$ cat src/rtl/input_encoder.sv
// Serialises target button/switch levels into strobed 3-bit commands for a downstream decoder.
// Latency: SETUP+HIGH+LOW cycles per command plus one IDLE cycle; no backpressure, targets sampled directly.
module input_encoder #(
    parameter int SETUP_CYCLES = 2,
    parameter int HIGH_CYCLES  = 4,
    parameter int LOW_CYCLES   = 4
) (
    input  logic       clock,
    input  logic       reset,
    input  logic [3:0] target_buttons,
    input  logic [2:0] target_switches,
    input  logic       sync_req,
    output logic [2:0] number,
    output logic       control,
    output logic       busy,
    output logic       cmd_done,
    output logic       in_sync
);

    localparam logic [1:0] S_IDLE  = 2'd0;
    localparam logic [1:0] S_SETUP = 2'd1;
    localparam logic [1:0] S_HIGH  = 2'd2;
    localparam logic [1:0] S_LOW   = 2'd3;

    localparam logic [2:0] CODE_INIT   = 3'd7;
    localparam logic [6:0] SHADOW_INIT = 7'b000_1111;

    logic [1:0] state_q, state_d;
    logic [7:0] cnt_q, cnt_d;
    logic [2:0] number_q, number_d;
    logic [6:0] shadow_q, shadow_d;
    logic       init_pend_q, init_pend_d;
    logic       control_q;

    // Bit k of the shadow/target vectors corresponds to command code k.
    logic [6:0] tgt;
    assign tgt = {target_switches[0], target_switches[1], target_switches[2],
                  target_buttons[0], target_buttons[1], target_buttons[2], target_buttons[3]};

    logic [6:0] diff;
    logic       found;
    logic [2:0] pick;

    always_comb begin
        diff  = shadow_q ^ tgt;
        found = 1'b0;
        pick  = 3'd0;
        for (int k = 6; k >= 0; k--) begin
            if (diff[k]) begin
                found = 1'b1;
                pick  = 3'(k);
            end
        end
    end

    always_comb begin
        state_d     = state_q;
        cnt_d       = cnt_q;
        number_d    = number_q;
        shadow_d    = shadow_q;
        init_pend_d = init_pend_q | sync_req;
        case (state_q)
            S_IDLE: begin
                if (init_pend_q) begin
                    number_d = CODE_INIT;
                    state_d  = S_SETUP;
                    cnt_d    = 8'(SETUP_CYCLES - 1);
                end else if (found) begin
                    number_d = pick;
                    state_d  = S_SETUP;
                    cnt_d    = 8'(SETUP_CYCLES - 1);
                end
            end
            S_SETUP: begin
                if (cnt_q == 8'd0) begin
                    state_d = S_HIGH;
                    cnt_d   = 8'(HIGH_CYCLES - 1);
                    // The shadow reflects the decoder as soon as the strobe rises.
                    if (number_q == CODE_INIT) begin
                        shadow_d    = SHADOW_INIT;
                        init_pend_d = sync_req;
                    end else begin
                        shadow_d = shadow_q ^ (7'b1 << number_q);
                    end
                end else begin
                    cnt_d = cnt_q - 8'd1;
                end
            end
            S_HIGH: begin
                if (cnt_q == 8'd0) begin
                    state_d = S_LOW;
                    cnt_d   = 8'(LOW_CYCLES - 1);
                end else begin
                    cnt_d = cnt_q - 8'd1;
                end
            end
            default: begin
                if (cnt_q == 8'd0) begin
                    state_d = S_IDLE;
                end else begin
                    cnt_d = cnt_q - 8'd1;
                end
            end
        endcase
    end

    always_ff @(posedge clock) begin
        if (reset) begin
            state_q     <= S_IDLE;
            cnt_q       <= 8'd0;
            number_q    <= CODE_INIT;
            shadow_q    <= SHADOW_INIT;
            init_pend_q <= 1'b1;
            control_q   <= 1'b0;
        end else begin
            state_q     <= state_d;
            cnt_q       <= cnt_d;
            number_q    <= number_d;
            shadow_q    <= shadow_d;
            init_pend_q <= init_pend_d;
            control_q   <= (state_d == S_HIGH);
        end
    end

    assign number   = number_q;
    assign control  = control_q;
    assign busy     = (state_q != S_IDLE);
    assign cmd_done = (state_q == S_LOW) && (cnt_q == 8'd0);
    assign in_sync  = (state_q == S_IDLE) && !init_pend_q && (shadow_q == tgt);

endmodule

$ cat config.mk
export PLATFORM = sky130hd
export DESIGN_NAME = input_encoder
export DESIGN_NICKNAME = d
export VERILOG_FILES = /design/src/rtl/input_encoder.sv
export SDC_FILE = /design/constraint.sdc
export NUM_CORES = 1
export LEC_CHECK = 0
export CAP_MARGIN = 10
export CORE_MARGIN = 5
export CORE_UTILIZATION = 54
export DETAILED_ROUTE_END_ITERATION = 12
export PLACE_DENSITY = 0.84
export SLEW_MARGIN = 20
export SYNTH_ARGS = -nofsm -noshare
export SYNTH_HDL_FRONTEND = slang
export SYNTH_SLANG_ARGS = --single-unit
$ cat constraint.sdc
create_clock -name clock -period 2.7 [get_ports clock]
set_input_delay 0.54 -clock clock [delete_from_list [all_inputs] [get_ports clock]]
set_output_delay 0.54 -clock clock [all_outputs]
set_load 0.005 [all_outputs]
; Word level (Yosys, flattened, before mapping)
; Index checks and enable logic that the tools add are counted.
[totals]
inputBits = 10
reg_bits = 22
[classes]
bitwise_logic = 3
n_eq_ne = 8
reduce_logical = 12
add_sub_neg = 1
n_shift = 1
mux = 31
[ops]
columns = op, n
row1 = $mux 8, 4
row2 = $mux 3, 9
row3 = $pmux 8 s2, 1
row4 = $xor 7x7->7, 2
row5 = $mux 1, 10
row6 = $mux 2, 5
row7 = $logic_not 8->1, 1
row8 = $sub 8x1->8 const B, 1
row9 = $eq 7x7->1, 1
row10 = $mux 7, 1
row11 = $shl 1x3->7 const A, 1
row12 = $eq 2x2->1 const B, 3
row13 = $pmux 2 s3, 1
row14 = $reduce_and 2->1, 3
row15 = $reduce_bool 2->1, 2
row16 = $eq 3x3->1 const B, 1
row17 = $logic_and 1x1->1, 3
row18 = $ne 3x2->1 const B, 1
row19 = $ne 3x3->1 const B, 1
row20 = $eq 2x1->1 const B, 1
row21 = $logic_not 2->1, 1
row22 = $reduce_or 2->1, 1
row23 = $logic_not 1->1, 1
row24 = $or 1x1->1, 1

; Logic depth before layout (Yosys ltp)
; Gate-level depths: netlist of run 1.
[logic_depth]
ltp_word = 12
ltp_mapped = 8

; Least setup slack after synthesis of run 1
; No wires, ideal clock.
[synth_path]
kind = input -> output
from = input target_buttons[3]
to = output in_sync
slack_ps = 764
path_stages = 3
arrival_time_ps = 1396
n_path_buf = 0
cell_sequence = xnor2_1 nand4_1 nor3_1
[synth_between]
elab_chain_len = 2
[synth_rtl]
columns = item, line_no
row1 = start: declaration, 10  ; input logic [3:0] target_buttons,
row2 = $eq 7x7->1, 129  ; assign in_sync = (state_q == S_IDLE) && !init_pend_q && (shadow_q == tgt);
row3 = $logic_and 1x1->1, 129
row4 = end: declaration, 17  ; output logic in_sync
; Every way passes these cells.

; Worst setup path in the final report of run 1
[layout_path]
from = register cnt_q[0]
to = output cmd_done
[layout_between]
elab_chain_len = 2
[layout_rtl]
columns = item, line_no
row1 = start: declaration, 29  ; logic [7:0] cnt_q, cnt_d;
row2 = start signal: assignment, 117  ; cnt_q <= cnt_d;
row3 = $logic_not 8->1, 128  ; assign cmd_done = (state_q == S_LOW) && (cnt_q == 8'd0);
row4 = $logic_and 1x1->1, 128
row5 = end: declaration, 16  ; output logic cmd_done,
; Every way passes these cells.

==> results.py, run 1 <==
metrics = {
    "run_status": {
        "status": "completed",
    },
    "yosys": {
        "synth_cell_types": 41,
        "syn_inst": 171,
        "synth-edff-count": 0,
        "syn-cell-area_mm2": 0.001381,
        "synth_flop_cell": "dfxtp_1",
        "ys_async_sr_fraction": 0,
        "yosysSeqAreaShare": 0.3188,
        "yosys_warnings": 0,
        "ys_ff_latch": 22,
        "avgSynthCellArea_um2": 8.078,
        "synth_nets": 187,
    },
    "detailed_routing": {
        "viasPerCell": 5.977,
        "top_layer": "met4",
        "postRouteAntennaNets": 0,
        "drt-initial-drc-count": 81,
        "wl_met1_um": 1356,
        "avgRoutedWirePerCell_um": 14.45,
        "wl_met3_um": 135,
        "met2_wirelength_um": 1619,
        "vias": 1315,
        "dr.pass1.iters": 5,
        "drt_wl_total_um": 3180,
        "drt_drc_violations_left": 0,
    },
    "sta": {
        "drv_slew": 0,
        "finalCriticalPeriod_ns": 2.601,
        "setup_viol": 0,
        "hold_viol": 0,
        "slew_headroom": 0.5677,
        "worst_pin_slew_ns": 0.6465,
        "rsz0062_at_grt": "no",
        "post-route-period-util": 0.9633,
        "holdWs_ns": 0.5054,
        "finalClockSkew_ns": 0.004668,
        "max_freq_mhz": 384.5,
    },
    "clocking": {
        "cts-buffers-inserted": 3,
        "clkLatencyLatePin_ns": 0.31,
        "cts_tree": "yes",
        "holdBufCountCts": 0,
        "cts.clk_slew.worst_paths_ns": 0.12,
        "clock-sinks": 22,
        "cts_buffer_depth": 2,
        "root_buffer": "clkbuf_4",
        "cts_max_level": 1,
    },
    "placement": {
        "gp_congestion": 0.8187,
        "hpwl_um": 2280,
        "portBuffers": 16,
        "placed_cells": 216,
    },
    "cells_and_area": {
        "layout_commonest_cell": "dfxtp_1",
        "drive_above_1_share": 0.1263,
        "nets": 208,
        "area_growth_pct": 20.20,
        "antenna_cells": 0,
        "final_cell_mix": "dfxtp_1 (22), nand2_1 (16), clkdlybuf4s50_1 (14)",
        "layout.cells.non_filler": 220,
    },
    "grt": {
        "grt_pass1_wl_um": 5395,
        "overflow": 0,
        "grt_usage": 0.1906,
        "antenna_found_initial": 0,
        "grt_pass1_vias": 1264,
        "grt_max_degree": 18,
    },
    "worst_setup_path": {
        "worstPathArrival_ns": 2.06,
        "regToRegStartpoint": "cnt_q[0]",
        "startpoint_type": "flop",
        "path_class": "reg -> out",
        "cp-startpoint": "cnt_q[0]",
        "endpoint_kind": "output port",
        "crit_required_ns": 2.16,
        "worst-path-max-fanout": 6,
    },
    "pwr": {
        "seqPwrFrac": 0.319,
        "p_sw_w": 0.0007412,
        "irDropWorstVdd_uv": 924.1,
        "power.clock.fraction": 0.092,
        "sw_frac_of_total": 0.4530,
        "powerDensity_mw_per_mm2": 985.3,
        "power_frac_comb": 0.589,
        "internal_power_w": 0.0008948,
        "leakage_nw": 0.6896,
    },
    "die": {
        "die_h_um": 60.58,
        "dieArea_mm2": 0.003669,
        "core_area_mm2": 0.002455,
        "rows": 18,
        "die_w_um": 60.58,
        "floorplan.initialDensity": 0.5627,
        "ios": 17,
    },
    "worst_hold_path": {
        "hp-start": "shadow_q[5]",
        "hold_class": "reg -> reg",
    },
    "job": {
        "drv_cap": 0,
    },
}
path summary, 6_finish.rpt:
| path | slack (ns) | end | cells past startpoint |
|---|---|---|---|
| setup reg to reg | 0.42 | shadow_q[4] | 7 |
| hold / removal | 0.51 | shadow_q[5] | 2 |
| setup / recovery | 0.1 | cmd_done | 5 |
| hold reg to reg | 0.51 | shadow_q[5] | 2 |
critical path: stages, from the launching register on:
cell and delay, ns:
dfxtp_1 0.36, inv_1 0.15, ha_2 0.22, nor3b_4 0.31
and3_1 0.21, clkdlybuf4s50_1 0.51
per-stage QoR:
step | total power [W] | utilization | instance area, um^2 | TNS [ns] | setup slack, ns
2_1_floorplan | 0.001229 | - | 1381 | 0 | 0.7640
3_3_place_gp | 0.001388 | 0.6473 | 1589 | -0.07897 | -0.07897
3_5_place_dp | 0.001441 | 0.6473 | 1589 | -0.1117 | -0.1117
4_1_cts | 0.001602 | 0.6677 | 1639 | 0 | 0.02847
5_1_grt | 0.001769 | 0.6764 | 1660 | 0 | 0.002507
6_report | 0.001636 | 0.6764 | 1660 | 0 | 0.09898
routing by layer:
layer  global-route usage  up-vias
li1                     -      648
met1               0.2211      615
met2               0.3313       42
met3              0.03830       10
met4              0.09598        0
met5                    0        -
final cells by class:
type / count / area (um^2)
multi-input cells: 131 / 900.9
fillers: 193 / 794.5
flip-flops and latches: 22 / 440.4
repair buffers: 23 / 217.7
inverters: 11 / 41.29
well taps: 30 / 37.54
clock buffers: 3 / 22.52
kinds of logic after synthesis:
logic type	after synthesis	synth area share
flops	22	0.3188
simple gates	71	0.2844
compound gates	42	0.2083
buf+inv	18	0.05525
xor+xnor	9	0.05707
fa+ha+maj	6	0.05435
mux	3	0.02174
cells in the mapped netlist (4+ instances only):
| master | n | area [um^2] |
|---|---|---|
| dfxtp_1 | 22 | 440.4 |
| nand2_1 | 16 | 60.06 |
| nor2_1 | 12 | 45.04 |
| a21oi_1 | 11 | 55.05 |
| inv_1 | 11 | 41.29 |
| nand2b_1 | 8 | 50.05 |
| o21ai_0 | 8 | 40.04 |
| or3_1 | 7 | 43.79 |
| xnor2_1 | 7 | 61.31 |
| ha_1 | 6 | 75.07 |
| nand3_1 | 6 | 30.03 |
| clkbuf_1 | 5 | 18.77 |
| a31oi_1 | 4 | 25.02 |
| nor3_1 | 4 | 20.02 |
| nor4_1 | 4 | 25.02 |
| o31ai_1 | 4 | 30.03 |
what timing repair did:
item	in CTS	in global routing
buffers inserted	0	1
setup endpoints to repair	1	2
pin swaps	1	4
resized for setup	4	4
power by group through the flow:
stage	clock (W)	sequential, W	combinational, W
after CTS	0.000155	0.000515	0.000932
after floorplan	0	0.000483	0.000745
after global placement	0	0.000515	0.000874
after detailed placement	0	0.000523	0.000918
after global routing	0.000169	0.000535	0.00106
final	0.000151	0.000521	0.000964
state kept, by name (all words and copies together) (netlist names):
register,count
state_q,2
cnt_q,8
number,3
control,1
shadow_q,7
init_pend_q,1
Note: power is estimated with default switching activity, not from simulation.
==> inputs of run 2 (changes only) <==
--- a/config.mk
+++ b/config.mk
@@ -10,7 +10,6 @@
 export CORE_UTILIZATION = 54
 export DETAILED_ROUTE_END_ITERATION = 12
 export PLACE_DENSITY = 0.84
-export SLEW_MARGIN = 20
 export SYNTH_ARGS = -nofsm -noshare
 export SYNTH_HDL_FRONTEND = slang
 export SYNTH_SLANG_ARGS = --single-unit
==> results of run 2 <==
No change in the layout: final DEF, timing and power equal those of run 1.
==> inputs of run 3 (changes only) <==
--- a/config.mk
+++ b/config.mk
@@ -10,6 +10,7 @@
 export CORE_UTILIZATION = 54
 export DETAILED_ROUTE_END_ITERATION = 12
 export PLACE_DENSITY = 0.84
+export SLEW_MARGIN = 20
 export SYNTH_ARGS = -nofsm -noshare
 export SYNTH_HDL_FRONTEND = slang
 export SYNTH_SLANG_ARGS = --single-unit
==> results of run 3 <==
No change in the layout: final DEF, timing and power equal those of run 1.
